--- src/rtl/bombsquad_pkg.sv ---
// Shared definitions for the bombsquad game datapath: default widths, user
// count and the level store's sweep/ready state encoding.
package bombsquad_pkg;

  localparam int ADDR_W    = 8;
  localparam int DATA_W    = 8;
  localparam int NUM_USERS = 4;

  typedef enum logic {
    CLEAR = 1'b0,
    READY = 1'b1
  } state_e;

endpackage

--- src/rtl/level_ram_array.sv ---
// DEPTH x DATA_W level storage: one write port and two registered read ports
// (controller and display). Contents are not reset; the read registers are.
module level_ram_array #(
  parameter int DEPTH  = 4,
  parameter int DATA_W = 8,
  parameter int IDX_W  = 2
) (
  input  logic              clk,
  input  logic              reset,
  input  logic              we,
  input  logic [IDX_W-1:0]  waddr,
  input  logic [DATA_W-1:0] wdata,
  input  logic              rd_load,
  input  logic              rd_zero,
  input  logic [IDX_W-1:0]  raddr,
  output logic [DATA_W-1:0] rd_data,
  input  logic              disp_ok,
  input  logic [IDX_W-1:0]  disp_idx,
  output logic [DATA_W-1:0] disp_data
);

  logic [DATA_W-1:0] mem [DEPTH];

  always_ff @(posedge clk) begin
    if (we) begin
      mem[waddr] <= wdata;
    end
  end

  // Both read ports see the pre-write contents on a colliding edge.
  always_ff @(posedge clk or posedge reset) begin
    if (reset) begin
      rd_data   <= '0;
      disp_data <= '0;
    end else begin
      if (rd_load) begin
        rd_data <= rd_zero ? '0 : mem[raddr];
      end
      disp_data <= disp_ok ? mem[disp_idx] : '0;
    end
  end

endmodule

--- src/rtl/level_ram.sv ---
// Per-user level store behind the RAM controller: post-reset clear sweep,
// range-checked controller reads/writes, display read port, write counter.
module level_ram
  import bombsquad_pkg::*;
#(
  parameter int DEPTH  = bombsquad_pkg::NUM_USERS,
  parameter int ADDR_W = bombsquad_pkg::ADDR_W,
  parameter int DATA_W = bombsquad_pkg::DATA_W
) (
  input  logic              clk,
  input  logic              reset,
  input  logic [ADDR_W-1:0] address,
  input  logic [DATA_W-1:0] data_in,
  input  logic              r_w,
  output logic [DATA_W-1:0] data_out,
  output logic              busy,
  input  logic [1:0]        disp_addr,
  output logic [DATA_W-1:0] disp_level,
  output logic [15:0]       wr_count,
  output state_e            state
);

  localparam int IDX_W  = (DEPTH > 1) ? $clog2(DEPTH) : 1;
  localparam int AW_MAX = (ADDR_W > IDX_W) ? ADDR_W : IDX_W;
  localparam int CW     = AW_MAX + 1;
  localparam int DW_MAX = (IDX_W > 2) ? IDX_W : 2;
  localparam int DCW    = DW_MAX + 1;
  localparam logic [IDX_W-1:0] LAST = IDX_W'(DEPTH - 1);

  // Controller protocol: there is no handshake beyond busy. While busy is
  // high every cycle of r_w/address/data_in is discarded; once low, each
  // cycle is one transaction (r_w=1 write, r_w=0 read with data_out valid
  // after the next edge). Out-of-range writes are dropped, reads return 0.

  state_e            state_d;
  logic [IDX_W-1:0]  idx_q, idx_d;
  logic              addr_ok, disp_ok;
  logic              mem_we, rd_load, rd_zero, cnt_inc;
  logic [IDX_W-1:0]  mem_waddr;
  logic [DATA_W-1:0] mem_wdata;

  assign addr_ok = CW'(address) < CW'(DEPTH);
  assign disp_ok = DCW'(disp_addr) < DCW'(DEPTH);

  always_ff @(posedge clk or posedge reset) begin
    if (reset) begin
      state <= CLEAR;
      idx_q <= '0;
    end else begin
      state <= state_d;
      idx_q <= idx_d;
    end
  end

  always_comb begin
    state_d   = state;
    idx_d     = idx_q;
    mem_we    = 1'b0;
    mem_waddr = idx_q;
    mem_wdata = '0;
    rd_load   = 1'b0;
    rd_zero   = 1'b0;
    cnt_inc   = 1'b0;
    busy      = 1'b0;
    case (state)
      CLEAR: begin
        busy   = 1'b1;
        mem_we = 1'b1;
        if (idx_q == LAST) begin
          state_d = READY;
          idx_d   = '0;
        end else begin
          idx_d = idx_q + IDX_W'(1);
        end
      end
      READY: begin
        if (r_w) begin
          if (addr_ok) begin
            mem_we    = 1'b1;
            mem_waddr = IDX_W'(address);
            mem_wdata = data_in;
            cnt_inc   = 1'b1;
          end
        end else begin
          rd_load = 1'b1;
          rd_zero = !addr_ok;
        end
      end
      default: begin
        state_d = CLEAR;
        idx_d   = '0;
      end
    endcase
  end

  always_ff @(posedge clk or posedge reset) begin
    if (reset) begin
      wr_count <= '0;
    end else if (cnt_inc && (wr_count != 16'hFFFF)) begin
      wr_count <= wr_count + 16'd1;
    end
  end

  level_ram_array #(
    .DEPTH  (DEPTH),
    .DATA_W (DATA_W),
    .IDX_W  (IDX_W)
  ) u_array (
    .clk       (clk),
    .reset     (reset),
    .we        (mem_we),
    .waddr     (mem_waddr),
    .wdata     (mem_wdata),
    .rd_load   (rd_load),
    .rd_zero   (rd_zero),
    .raddr     (IDX_W'(address)),
    .rd_data   (data_out),
    .disp_ok   (disp_ok),
    .disp_idx  (IDX_W'(disp_addr)),
    .disp_data (disp_level)
  );

endmodule
--- config.mk ---
export PLATFORM = sky130hd
export DESIGN_NAME = level_ram
export DESIGN_NICKNAME = d
export VERILOG_FILES = /design/src/rtl/bombsquad_pkg.sv /design/src/rtl/level_ram_array.sv /design/src/rtl/level_ram.sv
export SDC_FILE = /design/constraint.sdc
export NUM_CORES = 1
export LEC_CHECK = 0
export ABC_AREA = 1
export CORE_UTILIZATION = 48
export DETAILED_ROUTE_END_ITERATION = 10
export PLACE_DENSITY = 0.76
export SETUP_SLACK_MARGIN = 0.4
export SYNTH_ARGS = -nofsm -noshare
export SYNTH_HDL_FRONTEND = slang
export SYNTH_SLANG_ARGS = --single-unit
export TNS_END_PERCENT = 10
--- constraint.sdc ---
create_clock -name clk -period 1.9 [get_ports clk]
set_clock_uncertainty 0.2 [all_clocks]
set_input_delay 0.38 -clock clk [delete_from_list [all_inputs] [get_ports clk]]
set_output_delay 0.38 -clock clk [all_outputs]
set_load 0.05 [all_outputs]
==> impl_metrics.yaml, run 1 <==
run:
  drv_cap: 0
clock_network:
  clock_path_buffers: 2
  cts_hold_buffers: 0
  numCtsBuffers: 9
  cts_tree: "built"
  clock_latency_ns: 0.34
  cts-root-buf: "clkbuf_8"
  cts_sinks: 67
  clk_pin_slew_worst_paths_ns: 0.07
  cts_max_level: 3
placed_design:
  dp_slack_ns: -0.463
  place_congestion: 0.886
  hpwl_um: 5300
  io_buffers: 54
sta:
  rsz0062_at_grt: "true"
  min_period_ns: 1.68
  holdWs_ns: 0.185
  finalHoldViolCount: 0
  setup_slack_ns: 0.219
  setup_violations: 0
  drv_slew: 0
  slew_headroom: 0.713
  period_share: 0.885
  tightest_slew_ns: 0.430
  fmax_mhz: 595
floorplan:
  fp.dieArea_um2: 7080
  io_pins: 55
  row_count: 29
  die_w_um: 84.1
  die_h_um: 84.1
  fp.coreArea_um2: 6420
  start_util: 0.504
worst_setup_path:
  cp_slowest_cell: "dfrtp_2"
  r2r_slack_ns: 0.22
  startpoint_type: "flop"
  cp_max_fo: 5
  crit_start: "state"
  crit_family: "flip-flops"
  required_ns: 1.32
  cp-endpoint: "state"
  cp.arrival_ns: 1.10
  crit_chain: "buf_6 -> buf_12"
  cp.buffers_inverters: 2
  r2r-end: "wr_count[5]"
  critPathKind: "flop to output pin"
  endpoint_kind: "output pin"
  reg2regPathDepth: 8
  r2r_start: "wr_count[14]"
  cpPeakStageDelay_ns: 0.47
  worst-path-stages: 2
routing:
  viasPerCell: 5.40
  wl_per_cell_um: 14.7
  drt-initial-drc-count: 154
  drt_wl_total_um: 7890
  antenna_left: 0
  route.detailed.drc: 7
  vias: 2905
  dr.pass1.iters: 8
power:
  peakVddDrop_mv: 0.468
  power_density_nw_per_um2: 647
  p_leak_nw: 2.06
global_routing:
  antenna_found_initial: 0
  grt_pass1_wl_um: 12000
  grt_max_degree: 36
  grt_pass1_vias: 2647
  grt.overflow.total: 0
  grt_usage: 0.220
yosys:
  yosysSeqAreaShare: 0.567
  avgSynthCellArea_um2: 8.59
  yosysWarnings: 0
  syn_area_um2: 3240
  ys_types: 26
  synth-seq-cells: 67
  syn_inst: 377
  synth_nets: 400
finish:
  fin_nets: 479
  synthToLayoutAreaGrowth_pct: 42.5
  fillers: 439
  fin_util: 0.718
  antennaDiodeCount: 0
  drive_above_1_share: 0.306
status:
  violations: "DRC"
  outcome: "complete, but fails checks"
hold_path:
  worstHoldPathType: "input port to asynchronous set/reset pin"
-- power breakdown --
part	internal (mW)	switching, mW	total, mW
Clock	0.600	0.537	1.14
Sequential	1.53	0.00990	1.54
Combinational	0.121	0.186	0.308
Total	2.25	0.733	2.98
-- layout by cell type (no fill, tap or decap), types with 4 or more instances in the layout --
| master | n |
|---|---|
| nand2_2 | 14 |
| o22ai_1 | 8 |
| dfrtp_1 | 20 |
| clkdlybuf4s50_1 | 11 |
| nor2_4 | 8 |
| buf_12 | 20 |
| buf_4 | 35 |
| o21ai_0 | 32 |
| dfrtp_2 | 15 |
| dlygate4sd2_1 | 4 |
| inv_2 | 4 |
| clkbuf_8 | 9 |
| edfxtp_1 | 32 |
| nand3_1 | 23 |
| nand2_4 | 6 |
| nand2_1 | 110 |
| nor2_1 | 39 |
| nand4_1 | 6 |
| inv_1 | 20 |
-- worst register-to-register path, delay by kind of cell, from the launching register on --
family,cells,cell delay [ns]
buffers and inverters,1,0.17
flip-flops,1,0.49
AND/OR/NAND/NOR,7,0.72
-- sequential cells by signal, indices dropped and copies added (netlist names) --
| signal | count |
|---|---|
| u_array.mem | 32 |
| idx_q | 2 |
| wr_count | 16 |
| u_array.disp_data | 8 |
| u_array.rd_data | 8 |
| state | 1 |
-- per-stage QoR --
stage,cell area (um^2),total power [mW],std cells,setup TNS (ns)
after floorplan,3270,1.73,377,0
after global placement,4090,1.86,510,-17.69
after detailed placement,4090,1.87,510,-20.75
after CTS,4340,2.99,530,0
after global routing,4610,3.10,538,0
final,4610,2.98,538,0
-- routing by layer --
metal / track usage / wire, um
met2: 0.370 / 4120
met5: 0 / 0
met1: 0.255 / 3130
met3: 0.0475 / 369
met4: 0.139 / 272
-- how the worst min path moves through the flow --
stage                             startpoint            endpoint  slack (ns)
after floorplan                     idx_q[1]            idx_q[1]        0.27
after global placement    u_array.rd_data[7]  u_array.rd_data[7]        0.29
after detailed placement  u_array.rd_data[7]  u_array.rd_data[7]        0.30
after CTS                              reset        wr_count[15]        0.18
after global routing                   reset         wr_count[3]        0.21
final                                  reset         wr_count[3]        0.18
-- area by class of cell --
cell class                 instances  area, um^2  area share
sequential                        67        1860       0.402
multi-input combinational        269        1440       0.311
timing repair buffer              78         896       0.194
inverter                          31         136      0.0296
clock buffer                       9         124      0.0269
tap                               77        96.3      0.0209
clock inverter                     7        67.6      0.0147
-- kinds of logic after synthesis --
family | Yosys count | synth area share
AND/OR/NAND/NOR | 214 | 0.274
adder cells (fa/ha/maj) | 2 | 0.00773
AO/OA/AOI/OAI | 45 | 0.0742
XOR/XNOR | 7 | 0.0189
buffers and inverters | 42 | 0.0576
flip-flops | 67 | 0.567
-- synth_stat cells, drive strengths merged --
| master | n | area share |
|---|---|---|
| o21bai | 2 | 0.0046 |
| xnor2 | 4 | 0.011 |
| clkbuf | 5 | 0.0058 |
| inv | 29 | 0.034 |
| nand2 | 131 | 0.16 |
| nor2 | 50 | 0.064 |
| a21oi | 1 | 0.0015 |
| edfxtp | 32 | 0.30 |
| nand4 | 6 | 0.012 |
| dfrtp | 35 | 0.27 |
| or2 | 2 | 0.0039 |
| o21ai | 34 | 0.053 |
| buf | 6 | 0.016 |
| xor2 | 3 | 0.0081 |
| o22ai | 8 | 0.015 |
| ha | 2 | 0.0077 |
| clkinv | 2 | 0.0023 |
| nand3 | 25 | 0.039 |
-- timing repair --
| action | in CTS | in global routing |
|---|---|---|
| gates resized for setup | 27 | 59 |
| gates cloned | 0 | 2 |
| setup buffers | 4 | 6 |
| pin swaps | 11 | 15 |
| setup endpoints to repair | 112 | 111 |
Power figures use the tool's default switching activity.
==> run 2: changes to the inputs <==
Settings changed: SLEW_MARGIN from default to 10.
==> results of run 2 <==
No change in the layout: final DEF, timing and power equal those of run 1.
==> run 3: changes to the inputs <==
Settings changed: CORE_UTILIZATION 48 to 53, PLACE_DENSITY 0.76 to 0.8.
Clock period 1.9 ns to 1.7 ns, I/O delays scaled along.
==> run 3 against run 2 <==
Against the previous run: the flow finishes with violations (setup timing); sequential share of layout area down 4.2 points; first-iteration DRC count increased by 62%; sequential power is 12% higher; core utilization up 15 points; final cell count rose by 5.0%; register-to-register slack got worse by 0.23 ns; total power grew 19%; critical endpoint is now wr_count[11]; largest power group unchanged.
==> impl_metrics.yaml, run 3 (synthesis gave the netlist of run 1 again) <==
status:
  outcome: "complete, but fails checks"
  violations: "setup timing"
finish:
  synthToLayoutAreaGrowth_pct: 58.4
  fin_nets: 508
  largestRegisters: "u_array.mem x32, wr_count x16"
  antennaDiodeCount: 0
  top_register: "u_array.mem"
  largest_reg_flops: 32
  drive_above_1_share: 0.353
  fillers: 267
  layout_common_cells: "115 x nand2_1, 38 x buf_12, 32 x buf_4, 32 x edfxtp_1, 29 x nor2_1"
  mostFrequentLayoutCell: "nand2_1"
  final_cells: 565
routing:
  dr.pass1.iters: 5
  wl_per_cell_um: 17.7
  route.detailed.drc: 0
  vias: 3187
  drt_wl_total_um: 9990
  antenna_left: 0
  viasPerCell: 5.64
  drt-initial-drc-count: 250
placed_design:
  hpwl_um: 5720
  dp_slack_ns: -0.633
  io_buffers: 54
  place_congestion: 0.916
  dp.cells: 523
clock_network:
  cts_max_level: 3
  numCtsBuffers: 9
  cts_sinks: 67
  cts_tree: "built"
  clock_latency_ns: 0.36
  cts_hold_buffers: 0
  clk_pin_slew_worst_paths_ns: 0.09
  clock_path_buffers: 2
  cts-root-buf: "clkbuf_8"
worst_setup_path:
  critPathKind: "flop to output pin"
  crit_path_frequent_cell: "buf_6"
  startpoint_type: "flop"
  cp.buffers_inverters: 3
  worst-path-stages: 3
  crit_start: "wr_count[11]"
  r2r_start: "wr_count[0]"
  r2r_slack_ns: -0.01
  cp.arrival_ns: 1.18
  cp-endpoint: "wr_count[11]"
  crit_family: "flip-flops"
  required_ns: 1.16
  endpoint_kind: "output pin"
  reg2regPathDepth: 7
  cp_slowest_cell: "dfrtp_1"
  cp_max_fo: 5
  cpPeakStageDelay_ns: 0.43
  crit_chain: "buf_6 -> buf_6 -> buf_12"
  r2r-end: "wr_count[6]"
floorplan:
  fp.dieArea_um2: 6420
  io_pins: 55
  die_w_um: 80.2
  die_h_um: 80.2
  fp.coreArea_um2: 5920
  row_count: 28
  start_util: 0.547
power:
  p_leak_nw: 2.25
  power_density_nw_per_um2: 690
  peakVddDrop_mv: 0.697
global_routing:
  grt.overflow.total: 0
  grt_usage: 0.311
  antenna_found_initial: 0
  grt_pass1_vias: 2861
  grt_max_degree: 36
  grt_pass1_wl_um: 14400
sta:
  setup_violations: 2
  finalHoldViolCount: 0
  min_period_ns: 1.72
  tightest_slew_ns: 0.354
  rsz0062_at_grt: "true"
  drv_slew: 0
  period_share: 1.01
  setup_slack_ns: -0.0172
  fmax_mhz: 582
  slew_headroom: 0.764
  tns_ns: -0.0284
hold_path:
  worstHoldPathType: "input port to asynchronous set/reset pin"
run:
  drv_cap: 0
## run 3: metrics by stage
step                      utilization  power, mW  hold WS [ns]  instance area, um^2
after floorplan                     -       1.94         0.275                 3280
after global placement          0.746       2.14         0.304                 4420
after detailed placement        0.746       2.14         0.328                 4420
after CTS                       0.820       3.50         0.146                 4850
after global routing            0.866       3.65         0.160                 5130
final                           0.866       3.54         0.137                 5130
## run 3: where the power goes
group	internal (mW)	switching (mW)	total (mW)	leakage, nW
combinational	0.183	0.224	0.407	1.36
sequential	1.71	0.0206	1.73	0.794
clock	0.730	0.671	1.40	0.0995
total	2.62	0.916	3.54	2.25
## run 3: timing repair
action / in CTS / in global routing
gates cloned: 2 / 0
gates resized for setup: 37 / 77
buffers inserted: 15 / 9
endpoints found under the setup margin: 128 / 131
pin swaps: 16 / 23
## run 3: worst min-delay path, cell delays in order
cell and delay, ns:
clkdlybuf4s50_1 0.40, inv_1 0.09, buf_12 0.22
## run 3: final cells by class
type,count,area (um^2),area share
clock buffer,10,138,0.0268
tap,75,93.8,0.0183
inverter,31,130,0.0254
sequential,67,1850,0.360
multi-input combinational,269,1470,0.286
clock inverter,6,71.3,0.0139
timing repair buffer,107,1380,0.270
## run 3: worst min-delay path by stage
| stage | from | depth (start not counted) | slack (ns) | end |
|---|---|---|---|---|
| after floorplan | idx_q[1] | 2 | 0.27 | idx_q[1] |
| after global placement | idx_q[1] | 2 | 0.30 | idx_q[1] |
| after global routing | reset | 3 | 0.16 | u_array.disp_data[7] |
| final | reset | 3 | 0.14 | idx_q[0] |
| after CTS | reset | 3 | 0.15 | wr_count[0] |
| after detailed placement | idx_q[1] | 2 | 0.33 | idx_q[1] |
## run 3: routing by layer
layer  part of all wire  GRT usage
met1               0.35      0.369
met4              0.037      0.145
met5                  0          0
met2               0.54      0.542
met3              0.066     0.0625
==> RTL edit: new RTL, settings of run 2 <==
Set the package constant `ADDR_W` to 9 (it was 8).
--- a/src/rtl/bombsquad_pkg.sv
+++ b/src/rtl/bombsquad_pkg.sv
@@ -2,7 +2,7 @@
 // count and the level store's sweep/ready state encoding.
 package bombsquad_pkg;
 
-  localparam int ADDR_W    = 8;
+  localparam int ADDR_W    = 9;
   localparam int DATA_W    = 8;
   localparam int NUM_USERS = 4;
 
Ports: changed (resized address); port bits go from 55 to 56. No check against the original RTL was run, so the function may have changed too.
==> RTL edit against run 2 <==
  * The flow still finishes with violations (design-rule violations)
  * Worst setup slack better by 0.017 ns
  * Power is 5.7% lower
  * Final area is 6.1% lower
  * Critical path depth stayed put
  * Clock power is 11% lower
  * Area after synthesis is 0.31% higher
  * Critical path type unchanged
  * Combinational power is 12% lower
  * Wire length is 6.8% lower
  * Critical endpoint is now wr_count[3]
  * Sequential cell count stayed put
  * Cell count is 0.19% higher
  * Core utilization is 4.4 points lower
==> RTL edit: results <==
layout:
  clk_share_pct: 3.902
  drive_above_1_share_pct: 28.14
  seqAreaFraction_pct: 42.89
  final_nets: 481
  reg_top3: "u_array.mem (32), wr_count (16)"
  inverters: 32
  fill_cells: 505
  buffers: 77
  multi_input_gates: 270
  final_cells: 539
  multi_input_area_share_pct: 31.68
  layout.nonclk_buf_share_pct: 15.90
logic_synthesis:
  synth_fa_ha_area_share_pct: 0.7707
  synthTopCellsByArea: "edfxtp_1 30%, dfrtp_1 27%, nand2_1 15%, o21ai_0 5.5%, nor2_1 5.2%"
  synthCells: 379
  syn-num-nets: 403
  synth_compound_area_share_pct: 7.399
  yosys-top-cells-count: "129 x nand2_1, 45 x nor2_1, 36 x o21ai_0"
  ys_async_sr_fraction_pct: 52.24
  yosys.area_share.xor_xnor_pct: 1.888
power:
  switchingPower_w: 0.0007155
  p_leak_nw: 1.937
  peakVddDrop_uv: 559.3
  p_per_area_nw_per_um2: 649.8
cts:
  numCtsBuffers: 9
  numClockSinks: 67
  cts_root_buffer: "clkbuf_8"
place:
  port_buffers: 55
  dpl_cell_area_sq_um: 4044
  place_congestion: 0.8708
  dp.cells: 512
  pre_cts_slack_ns: -0.4617
  hpwl_mm: 5.557
route:
  routed-wl-met3_um: 317
  vias: 2771
  dr_wl_met2_mm: 3.796
  drt-total-wl_mm: 7.358
  wl_met1_mm: 3.164
  drt_iter0_drc: 142
  post-route-drc-count: 8
grt:
  grt_use_met3_pct: 4.326
  grt_pass1_wl_mm: 13.01
  gr-usage-all-layers_pct: 23.36
  grt_use_met1_pct: 29.24
worst_setup_path:
  cp.arrival_ns: 1.08
run_status:
  violations: "design-rule violations"
  outcome: "finished, violations left"
timing:
  tightest_slew_ns: 0.3998
RTL edit: cell count changes in the layout (fill, tap and decap cells not counted), moves of 3 or more:
| cell | change |
|---|---|
| buf_12 | -13 |
| buf_4 | +13 |
| nand2_1 | +11 |
| nand2_2 | -8 |
| buf_2 | +3 |
| clkinv_4 | +3 |
| inv_1 | +3 |
| nand2_4 | -3 |
RTL edit: power by group through the flow:
| stage | clock (W) | combinational [W] | sequential, W |
|---|---|---|---|
| floorplan | 0 | 0.0000921 | 0.00162 |
| global placement | 0 | 0.000263 | 0.00157 |
| detailed placement | 0 | 0.000268 | 0.00157 |
| CTS | 0.00103 | 0.000274 | 0.00154 |
| global route | 0.00110 | 0.000298 | 0.00154 |
| finish | 0.00101 | 0.000272 | 0.00154 |
RTL edit: worst max-delay path, cell delays in order, from the launching register on:
cell and delay, ns:
dfrtp_2 0.45, buf_4 0.16, buf_12 0.14
RTL edit: repair_timing:
item / CTS / global route
pin swaps: 12 / 9
setup endpoints to repair: 112 / 123
resized for setup: 38 / 12
setup buffers: 9 / 2
RTL edit: final timing paths:
kind / startpoint / to / slack [ns] / depth (start not counted)
max in group asynchronous: reset / wr_count[0]$_DFFE_PP0P_ / 1.10 / 3
hold reg to reg: u_array.rd_data[1]$_DFFE_PP0P_ / u_array.rd_data[1]$_DFFE_PP0P_ / 0.32 / 2
hold / removal: reset / wr_count[2]$_DFFE_PP0P_ / 0.18 / 3
setup / recovery: wr_count[3]$_DFFE_PP0P_ / wr_count[3] / 0.24 / 2
min in group clk: u_array.rd_data[1]$_DFFE_PP0P_ / u_array.rd_data[1]$_DFFE_PP0P_ / 0.32 / 2
setup reg to reg: state$_DFF_PP0_ / u_array.mem[3][0]$_DFFE_PP_ / 0.24 / 6
